**config.mk**
```make
export PLATFORM = sky130hd
export DESIGN_NAME = sort_job_ctrl
export DESIGN_NICKNAME = d
export VERILOG_FILES = /design/src/rtl/sort_job_ctrl_pkg.sv /design/src/rtl/sort_job_ctrl_buf.sv /design/src/rtl/sort_job_ctrl.sv
export SDC_FILE = /design/constraint.sdc
export NUM_CORES = 1
export LEC_CHECK = 0
export CORE_ASPECT_RATIO = 0.5
export CORE_MARGIN = 10
export CORE_UTILIZATION = 47
export CTS_CLUSTER_SIZE = 24
export DETAILED_ROUTE_END_ITERATION = 7
export PLACE_DENSITY = 0.82
export SYNTH_ARGS = -nofsm -noshare
export SYNTH_HDL_FRONTEND = slang
export SYNTH_SLANG_ARGS = --single-unit
```
**constraint.sdc**
```tcl
create_clock -name clk -period 4.4 [get_ports clk]
set_clock_uncertainty 0.05 [all_clocks]
set_input_delay 1.1 -clock clk [delete_from_list [all_inputs] [get_ports clk]]
set_output_delay 1.1 -clock clk [all_outputs]
set_load 0.005 [all_outputs]
```
**src/rtl/sort_job_ctrl_pkg.sv**
```systemverilog
// Shared defaults and state encoding for the sort job controller.
package sort_job_ctrl_pkg;

  localparam int N_DEF       = 32;
  localparam int W_DEF       = 7;
  localparam int TIMEOUT_DEF = 4096;

  typedef enum logic [2:0] {
    ST_LOAD   = 3'd0,
    ST_START  = 3'd1,
    ST_WAIT   = 3'd2,
    ST_UNLOAD = 3'd3,
    ST_ACK    = 3'd4
  } state_t;

endpackage

```
**src/rtl/sort_job_ctrl_buf.sv**
```systemverilog
// N x W job buffer: one indexed write port, one whole-buffer load from the
// sorter, a flattened parallel read and one indexed read.
module sort_job_ctrl_buf
  import sort_job_ctrl_pkg::*;
#(
  parameter int N = N_DEF,
  parameter int W = W_DEF
) (
  input  logic                 clk,
  input  logic                 reset_n,
  input  logic                 wr_en,
  input  logic [$clog2(N)-1:0] wr_addr,
  input  logic [W-1:0]         wr_data,
  input  logic                 ld_en,
  input  logic [N*W-1:0]       ld_data,
  input  logic [$clog2(N)-1:0] rd_addr,
  output logic [W-1:0]         rd_data,
  output logic [N*W-1:0]       flat
);

  logic [N*W-1:0] mem_q;
  logic [N*W-1:0] mem_d;

  // The sorter load wins; the FSM never asserts both in the same cycle.
  always_comb begin
    mem_d = mem_q;
    if (ld_en) begin
      mem_d = ld_data;
    end else if (wr_en) begin
      mem_d[int'(wr_addr)*W +: W] = wr_data;
    end
  end

  always_ff @(posedge clk or negedge reset_n) begin
    if (!reset_n) begin
      mem_q <= '0;
    end else begin
      mem_q <= mem_d;
    end
  end

  assign rd_data = mem_q[int'(rd_addr)*W +: W];
  assign flat    = mem_q;

endmodule

```
**src/rtl/sort_job_ctrl.sv**
```systemverilog
// Streaming job sequencer around the 32-entry bubble sorter: load N words,
// run the sorter, stream the sorted words out, then ack the sorter to idle.
module sort_job_ctrl
  import sort_job_ctrl_pkg::*;
#(
  parameter int N       = N_DEF,
  parameter int W       = W_DEF,
  parameter int TIMEOUT = TIMEOUT_DEF
) (
  input  logic           clk,
  input  logic           reset_n,
  input  logic           in_valid,
  input  logic [W-1:0]   in_data,
  output logic           in_ready,
  output logic           out_valid,
  output logic [W-1:0]   out_data,
  output logic           out_last,
  input  logic           out_ready,
  output logic           sort_start,
  output logic           sort_ack,
  input  logic           sort_done,
  output logic [N*W-1:0] sort_a,
  input  logic [N*W-1:0] sort_b,
  output logic           busy,
  output logic           timeout_err
);

  localparam int IDX_W = $clog2(N);
  localparam int CNT_W = $clog2(TIMEOUT);
  localparam logic [IDX_W-1:0] IDX_LAST = IDX_W'(N - 1);
  localparam logic [CNT_W-1:0] CNT_LAST = CNT_W'(TIMEOUT - 1);

  state_t           state_q, state_d;
  logic [IDX_W-1:0] idx_q, idx_d;
  logic [CNT_W-1:0] cnt_q, cnt_d;
  logic             timeout_err_q, timeout_err_d;
  logic             in_ready_q, in_ready_d;
  logic             out_valid_q, out_valid_d;
  logic             out_last_q, out_last_d;
  logic             sort_start_q, sort_start_d;
  logic             sort_ack_q, sort_ack_d;
  logic             busy_q, busy_d;
  logic             wr_en;
  logic             ld_en;

  sort_job_ctrl_buf #(
    .N (N),
    .W (W)
  ) u_buf (
    .clk     (clk),
    .reset_n (reset_n),
    .wr_en   (wr_en),
    .wr_addr (idx_q),
    .wr_data (in_data),
    .ld_en   (ld_en),
    .ld_data (sort_b),
    .rd_addr (idx_q),
    .rd_data (out_data),
    .flat    (sort_a)
  );

  always_comb begin
    state_d       = state_q;
    idx_d         = idx_q;
    cnt_d         = cnt_q;
    timeout_err_d = timeout_err_q;
    wr_en         = 1'b0;
    ld_en         = 1'b0;

    case (state_q)
      ST_LOAD: begin
        if (in_valid && in_ready_q) begin
          wr_en = 1'b1;
          if (idx_q == '0) begin
            timeout_err_d = 1'b0;
          end
          if (idx_q == IDX_LAST) begin
            idx_d   = '0;
            state_d = ST_START;
          end else begin
            idx_d = idx_q + 1'b1;
          end
        end
      end
      ST_START: begin
        cnt_d   = '0;
        state_d = ST_WAIT;
      end
      ST_WAIT: begin
        if (sort_done) begin
          ld_en   = 1'b1;
          idx_d   = '0;
          state_d = ST_UNLOAD;
        end else if (cnt_q == CNT_LAST) begin
          timeout_err_d = 1'b1;
          state_d       = ST_ACK;
        end else begin
          cnt_d = cnt_q + 1'b1;
        end
      end
      ST_UNLOAD: begin
        if (out_valid_q && out_ready) begin
          if (idx_q == IDX_LAST) begin
            idx_d   = '0;
            state_d = ST_ACK;
          end else begin
            idx_d = idx_q + 1'b1;
          end
        end
      end
      ST_ACK: begin
        if (!sort_done) begin
          state_d = ST_LOAD;
        end
      end
      default: begin
        idx_d   = '0;
        state_d = ST_LOAD;
      end
    endcase

    // Outputs are registered from the next state so they line up with it.
    in_ready_d   = (state_d == ST_LOAD);
    out_valid_d  = (state_d == ST_UNLOAD);
    out_last_d   = (state_d == ST_UNLOAD) && (idx_d == IDX_LAST);
    sort_start_d = (state_d == ST_START);
    sort_ack_d   = (state_d == ST_ACK);
    busy_d       = !((state_d == ST_LOAD) && (idx_d == '0));
  end

  always_ff @(posedge clk or negedge reset_n) begin
    if (!reset_n) begin
      state_q       <= ST_LOAD;
      idx_q         <= '0;
      cnt_q         <= '0;
      timeout_err_q <= 1'b0;
      in_ready_q    <= 1'b0;
      out_valid_q   <= 1'b0;
      out_last_q    <= 1'b0;
      sort_start_q  <= 1'b0;
      sort_ack_q    <= 1'b0;
      busy_q        <= 1'b0;
    end else begin
      state_q       <= state_d;
      idx_q         <= idx_d;
      cnt_q         <= cnt_d;
      timeout_err_q <= timeout_err_d;
      in_ready_q    <= in_ready_d;
      out_valid_q   <= out_valid_d;
      out_last_q    <= out_last_d;
      sort_start_q  <= sort_start_d;
      sort_ack_q    <= sort_ack_d;
      busy_q        <= busy_d;
    end
  end

  assign in_ready    = in_ready_q;
  assign out_valid   = out_valid_q;
  assign out_last    = out_last_q;
  assign sort_start  = sort_start_q;
  assign sort_ack    = sort_ack_q;
  assign busy        = busy_q;
  assign timeout_err = timeout_err_q;

endmodule

```
# == Word-level counts from Yosys, hierarchy flattened ==
# Index checks and enable logic that the tools add are counted.
# word_totals
wordCells,76
input_bits,236
output_inout_bits,238
register_bits,251
# classes
n_mul,1
add_sub_neg,3
eq_ne,15
reduce_logical,15
n_mux,28
n_shift,3
# ops
op,count
$mux 224,2
$bwmux 224,1
$shift 7x33->224 const A,1
$shiftx 224x32->7,1
$shiftx 7x33->224,1
$neg 8->33,1
$mux 12,2
$pmux 12 s2,1
$mux 3,7
$mux 5,4
$pmux 5 s4,1
$pmux 3 s5,1
$add 12x1->12 const B,1
$eq 12x12->1 const B,1
$eq 5x5->1 const B,2
$logic_not 5->1,2
$ne 2x2->1 const B,5
$eq 3x2->1 const B,3
$mul 5x3->8 const B,1
$mux 1,8
$eq 3x1->1 const B,2
$eq 3x3->1 const B,2
$logic_not 3->1,2
$reduce_bool 2->1,3
other kinds (7),10

# == Logic depth before layout (Yosys ltp) ==
# depth
depth_word,7
mapped_depth,14
mapped_depth_nobuf,9

# == Hierarchy ==
# Synthesis repeated with hierarchy kept, for this count alone.
# unflattened
hier_cells,1292
hier_area_um2,13736.9
# modules_own_cells
mod,seq_area_each_um2,instances,cells_each,area_per_inst_um2
sort_job_ctrl_buf,5605.4,1,1137,12248.0
sort_job_ctrl,675.6,1,155,1488.9

# == Least setup slack after synthesis ==
# Ideal clock, no wire load.
# synth_path
path_kind,flip-flop to flip-flop
start,register idx_q[0]
end,"register u_buf.mem_q[10], in the netlist u_buf.flat[10]"
synth_period_minus_slack_ns,3.468
setup_ns,0.091
stages_incl_launch_ff,15
t_arrival_ns,3.327
n_path_buf,5
path_slack_ns,0.932
t_required_ns,4.259
path_cell_list,dfrtp_1 > buf_4 > buf_2 > buf_2 > inv_1 > ha_1 > buf_2 > nor3b_1 > ha_1 > nor3b_2 > nand2_2 > buf_2 > o22ai_4 > nand2_1 > o221ai_1
# synth_between
elab_chain_cells,6
word_cells_on_any_way,7
cone_classes,add/sub: 1; mul: 1; shift: 2; mux: 3
# synth_rtl
item,line_no,text
from (decl),sort_job_ctrl.sv:34,"logic [IDX_W-1:0] idx_q, idx_d;"
from (signal assigned),sort_job_ctrl.sv:145,idx_q <= idx_d;
$mul 5x3->8 *,sort_job_ctrl_buf.sv:30,mem_d[int'(wr_addr)*W +: W] = wr_data;
$neg 8->33 *,sort_job_ctrl_buf.sv:30,
$shiftx 7x33->224 / $shift 7x33->224 (equally long branches),sort_job_ctrl_buf.sv:30,
$bwmux 224 *,sort_job_ctrl_buf.sv:30,
$mux 224 *,sort_job_ctrl_buf.sv:29,end else if (wr_en) begin
$mux 224 *,sort_job_ctrl_buf.sv:27,if (ld_en) begin
to (signal assigned),sort_job_ctrl_buf.sv:38,mem_q <= mem_d;
to (decl),sort_job_ctrl_buf.sv:21,logic [N*W-1:0] mem_q;
# Every way passes the cells marked *; elsewhere a longest branch is shown, timed or not. The select of a mux whose other input is x is not followed.
# A chain may end at the register's enable or synchronous reset.

# == Worst setup path in the final report ==
# layout_path
start,register idx_q[1]
end,output out_data[5]
# layout_between
elab_chain_cells,2
# layout_rtl
item,line_no,text
$mul 5x3->8,sort_job_ctrl_buf.sv:42,assign rd_data = mem_q[int'(rd_addr)*W +: W];
$shiftx 224x32->7,sort_job_ctrl_buf.sv:42,
to (decl),sort_job_ctrl.sv:16,"output logic [W-1:0] out_data,"
# Every way passes these cells.

==> impl_metrics.csv <==
group,metric,value,unit
outcome,status,"finished with violations",
outcome,violations,"negative setup slack",
floorplan,die_width,267,um
cts,clkLatencyLatePin,0.54,ns
worst_setup_path,cp-end-kind,"output pin",
global_routing,overflow,0,
yosys,netlist.area_leader.share,43.9,%
timing,finalWorstSetupSlack,-0.00227,ns
global_routing,grt_pass1_vias,15000,
yosys,synth_seq_cells,251,
power,p_comb_share,50.9,%
worst_setup_path,critPathTopFamily,"buffers and inverters",
floorplan,die_h,143,um
yosys,synthMostInstantiatedCell,"dfrtp_1",
layout,fillers,2387,
drt,drt_iter0_drc,2661,
cts,clockRootBuffer,"clkbuf_16",
placement,place.gp.congestion,1.07,
timing,worst_pin_slew,1.24,ns
timing,setup_viol_count_final,1,
yosys,synth.area.top_cells,"dfrtp_1, mux4_2, o221ai_1, nand2_1, and2_1",
timing,fin_crit,4.40,ns
floorplan,rows,45,
yosys,ys.flop_type,"dfrtp_1",
cts,cts_tree,"done",
floorplan,io_pins,474,
placement,io_buffers,473,
global_routing,antenna_found_initial,11,
yosys,async_flop_share,100,%
timing,holdWs,0.429,ns
yosys,synth_edf_count,0,
timing,finalHoldViolCount,0,
floorplan,die-area,0.0383,sq mm
power,power_density,732,mW/mm^2
worst_hold_path,min_path_type,"flip-flop to flip-flop",
cts,cts_sinks,251,
worst_setup_path,path_class,"flip-flop to output pin",
global_routing,grt_max_degree,125,
worst_setup_path,crit_start,"idx_q[1]$_DFF_PN0_",
yosys,synth.distinct_cells,66,
worst_setup_path,slowest_stage,"dfrtp_2",
power,power.internal,8.76,mW
flow_run,maxCapViolCount,0,
cts,cts_hold_buf,0,
drt,vias_per_cell,6.60,
yosys,ys.warnings.count,0,
yosys,syn_inst,1489,
power,seq_power_share,32.6,%
power,total_leakage_power,8.19,nW
layout,fin_util,68.0,%
layout,drive_gt1_share,10.2,%
worst_setup_path,worstSetupStartpointType,"flip-flop",
drt,postRouteWirelength,73.5,mm
timing,maxSlewViolCount,0,
power,switching_share,41.7,%
yosys,seq_area_frac_synth,43.9,%
yosys,synth_common_cells,"dfrtp_1, nand2_1, inv_1",
cts,numCtsBuffers,24,
worst_setup_path,crit_arrival,3.25,ns
timing,slew_headroom,17.0,%
worst_setup_path,path_max_fanout,55,
worst_setup_path,cp_num_cells,6,
power,ir_drop,0.347,mV
global_routing,grt_pass1_wl,103,mm
layout,area_growth,43.3,%
worst_setup_path,reg2reg_slack,0.16,ns
timing,fmax,0.227,GHz
timing,period_share,100,%
drt,first_pass_iters,6,
drt,vias,15600,
drt,postRouteAntennaNets,0,
worst_hold_path,holdPathStages,1,
worst_hold_path,worstHoldStart,"cnt_q[11]$_DFFE_PN0P_",
drt,drc,0,
worst_setup_path,critical-path-max-stage-delay,0.55,ns
drt,wire_per_inst,31.2,um
worst_setup_path,cp.required,3.25,ns
timing,rsz0062_at_grt,"false",
floorplan,start_util,47.4,%
cts,clk_pin_slew,0.06,ns
floorplan,fp.coreArea,0.0302,sq mm
worst_hold_path,min_to,"cnt_q[11]$_DFFE_PN0P_",
yosys,syn_area,0.0143,sq mm
placement,dp_hpwl,56.6,mm
layout,nets,2174,
power,pwr-share-clk,16.5,%
worst_setup_path,r2r-end,"u_buf.flat[42]$_DFFE_PN0P_",
worst_setup_path,cp.buffers_inverters,2,
power,p_sw,6.27,mW
global_routing,grt_usage,36.7,%
yosys,syn_avg_cell_area,9.62,sq um
worst_setup_path,worstReg2RegStart,"idx_q[0]$_DFF_PN0_",
cts,htree_levels,1,
power,p_total,15.0,mW
worst_setup_path,r2r_cells,12,
yosys,yosys.area.top_type,"dfrtp_1",
cts,clock_path_buffers,3,
yosys,syn-num-nets,1733,
worst_setup_path,critical_path.cell_chain,"buf_12, mux4_2, a22o_1, a221oi_1, o21ai_0, clkdlybuf4s50_1",
-- cell families after synthesis --
| logic type | Yosys count | synth area share [%] |
|---|---|---|
| AOI/OAI and AO/OA | 431 | 21.8 |
| xor gates and xnor gates | 9 | 0.551 |
| adders and majority gates | 8 | 0.699 |
| buffers and inverters | 247 | 6.88 |
| DFF | 251 | 43.9 |
| muxes | 77 | 10.2 |
| and+or+nand+nor | 466 | 16.1 |
-- power groups by stage --
stage / clock [mW] / combinational (mW) / sequential [mW]
2_1_floorplan: 0 / 3.46 / 4.13
3_3_place_gp: 0 / 7.22 / 4.80
3_5_place_dp: 0 / 7.34 / 4.79
4_1_cts: 2.44 / 7.49 / 4.74
5_1_grt: 2.53 / 7.98 / 4.90
6_report: 2.47 / 7.65 / 4.91
-- state kept, by name, indices dropped and copies added (netlist names) --
| signal | count |
|---|---|
| sort_start | 1 |
| cnt_q | 12 |
| out_valid | 1 |
| timeout_err | 1 |
| in_ready | 1 |
| u_buf.flat | 224 |
| out_last | 1 |
| idx_q | 5 |
| state_q | 3 |
| sort_ack | 1 |
| busy | 1 |
-- what timing repair did --
item,CTS,global route
gates cloned,0,0
pin swaps,0,0
endpoints found under the setup margin,7,11
setup buffers,5,0
gates resized for setup,0,1
-- worst max-delay path by stage --
stage,endpoint
after floorplan,u_buf.flat[10]$_DFFE_PN0P_
after global placement,out_data[5]
after detailed placement,u_buf.flat[19]$_DFFE_PN0P_
after CTS,out_data[5]
after global routing,out_data[5]
final,out_data[5]
-- worst reg2reg max path, delay by kind of cell, from the launching register on --
kind	cells	cell delay, ns
adders and majority gates	2	0.75
buffers and inverters	4	0.62
DFF	1	0.56
and+or+nand+nor	3	0.81
AOI/OAI and AO/OA	3	1.35
-- routing by layer --
| layer | track usage [%] | vias to the layer above | share of wire [%] |
|---|---|---|---|
| met5 | 0 | - | 0.015 |
| met3 | 14.0 | 263 | 14 |
| met4 | 15.6 | 2 | 4.8 |
| met2 | 58.1 | 1342 | 46 |
| li1 | - | 6320 | - |
| met1 | 44.6 | 7625 | 35 |
-- cells in the final DEF, fill, tap and decap left out, drive strengths merged, types with 9 or more instances in the layout --
cell type and instances:
a21o 10, a21oi 108, a221o 42, a31oi 11, and2 95, buf 47, clkbuf 34, clkdlybuf4s50 472
dfrtp 251, diode 10, inv 145, mux2i 22, mux4 55, nand2 216, nand3 9, nor2 72
nor3 22, o21ai 88, o221ai 126
-- area by class of cell --
| type | instances | area (sq um) | share of cell area (%) |
|---|---|---|---|
| multi-input combinational | 991 | 7080 | 34.5 |
| sequential | 251 | 6290 | 30.6 |
| timing repair buffer | 519 | 5170 | 25.2 |
| clock buffer | 34 | 739 | 3.60 |
| inverter | 143 | 537 | 2.62 |
| tap | 399 | 499 | 2.43 |
| clock inverter | 10 | 188 | 0.915 |
| antenna | 10 | 25.0 | 0.122 |
-- stage by stage --
step	setup WS, ns	std cells	setup TNS [ns]	area [sq um]
final	-0.00227	2357	-0.00227	20500
after global routing	0.00288	2356	0	20500
after CTS	0.106	2347	0	20500
after detailed placement	0.428	2298	0	19500
after global placement	0.466	2298	0	19500
after floorplan	0.932	1489	0	14300
Note: power is estimated with default switching activity, not from simulation.
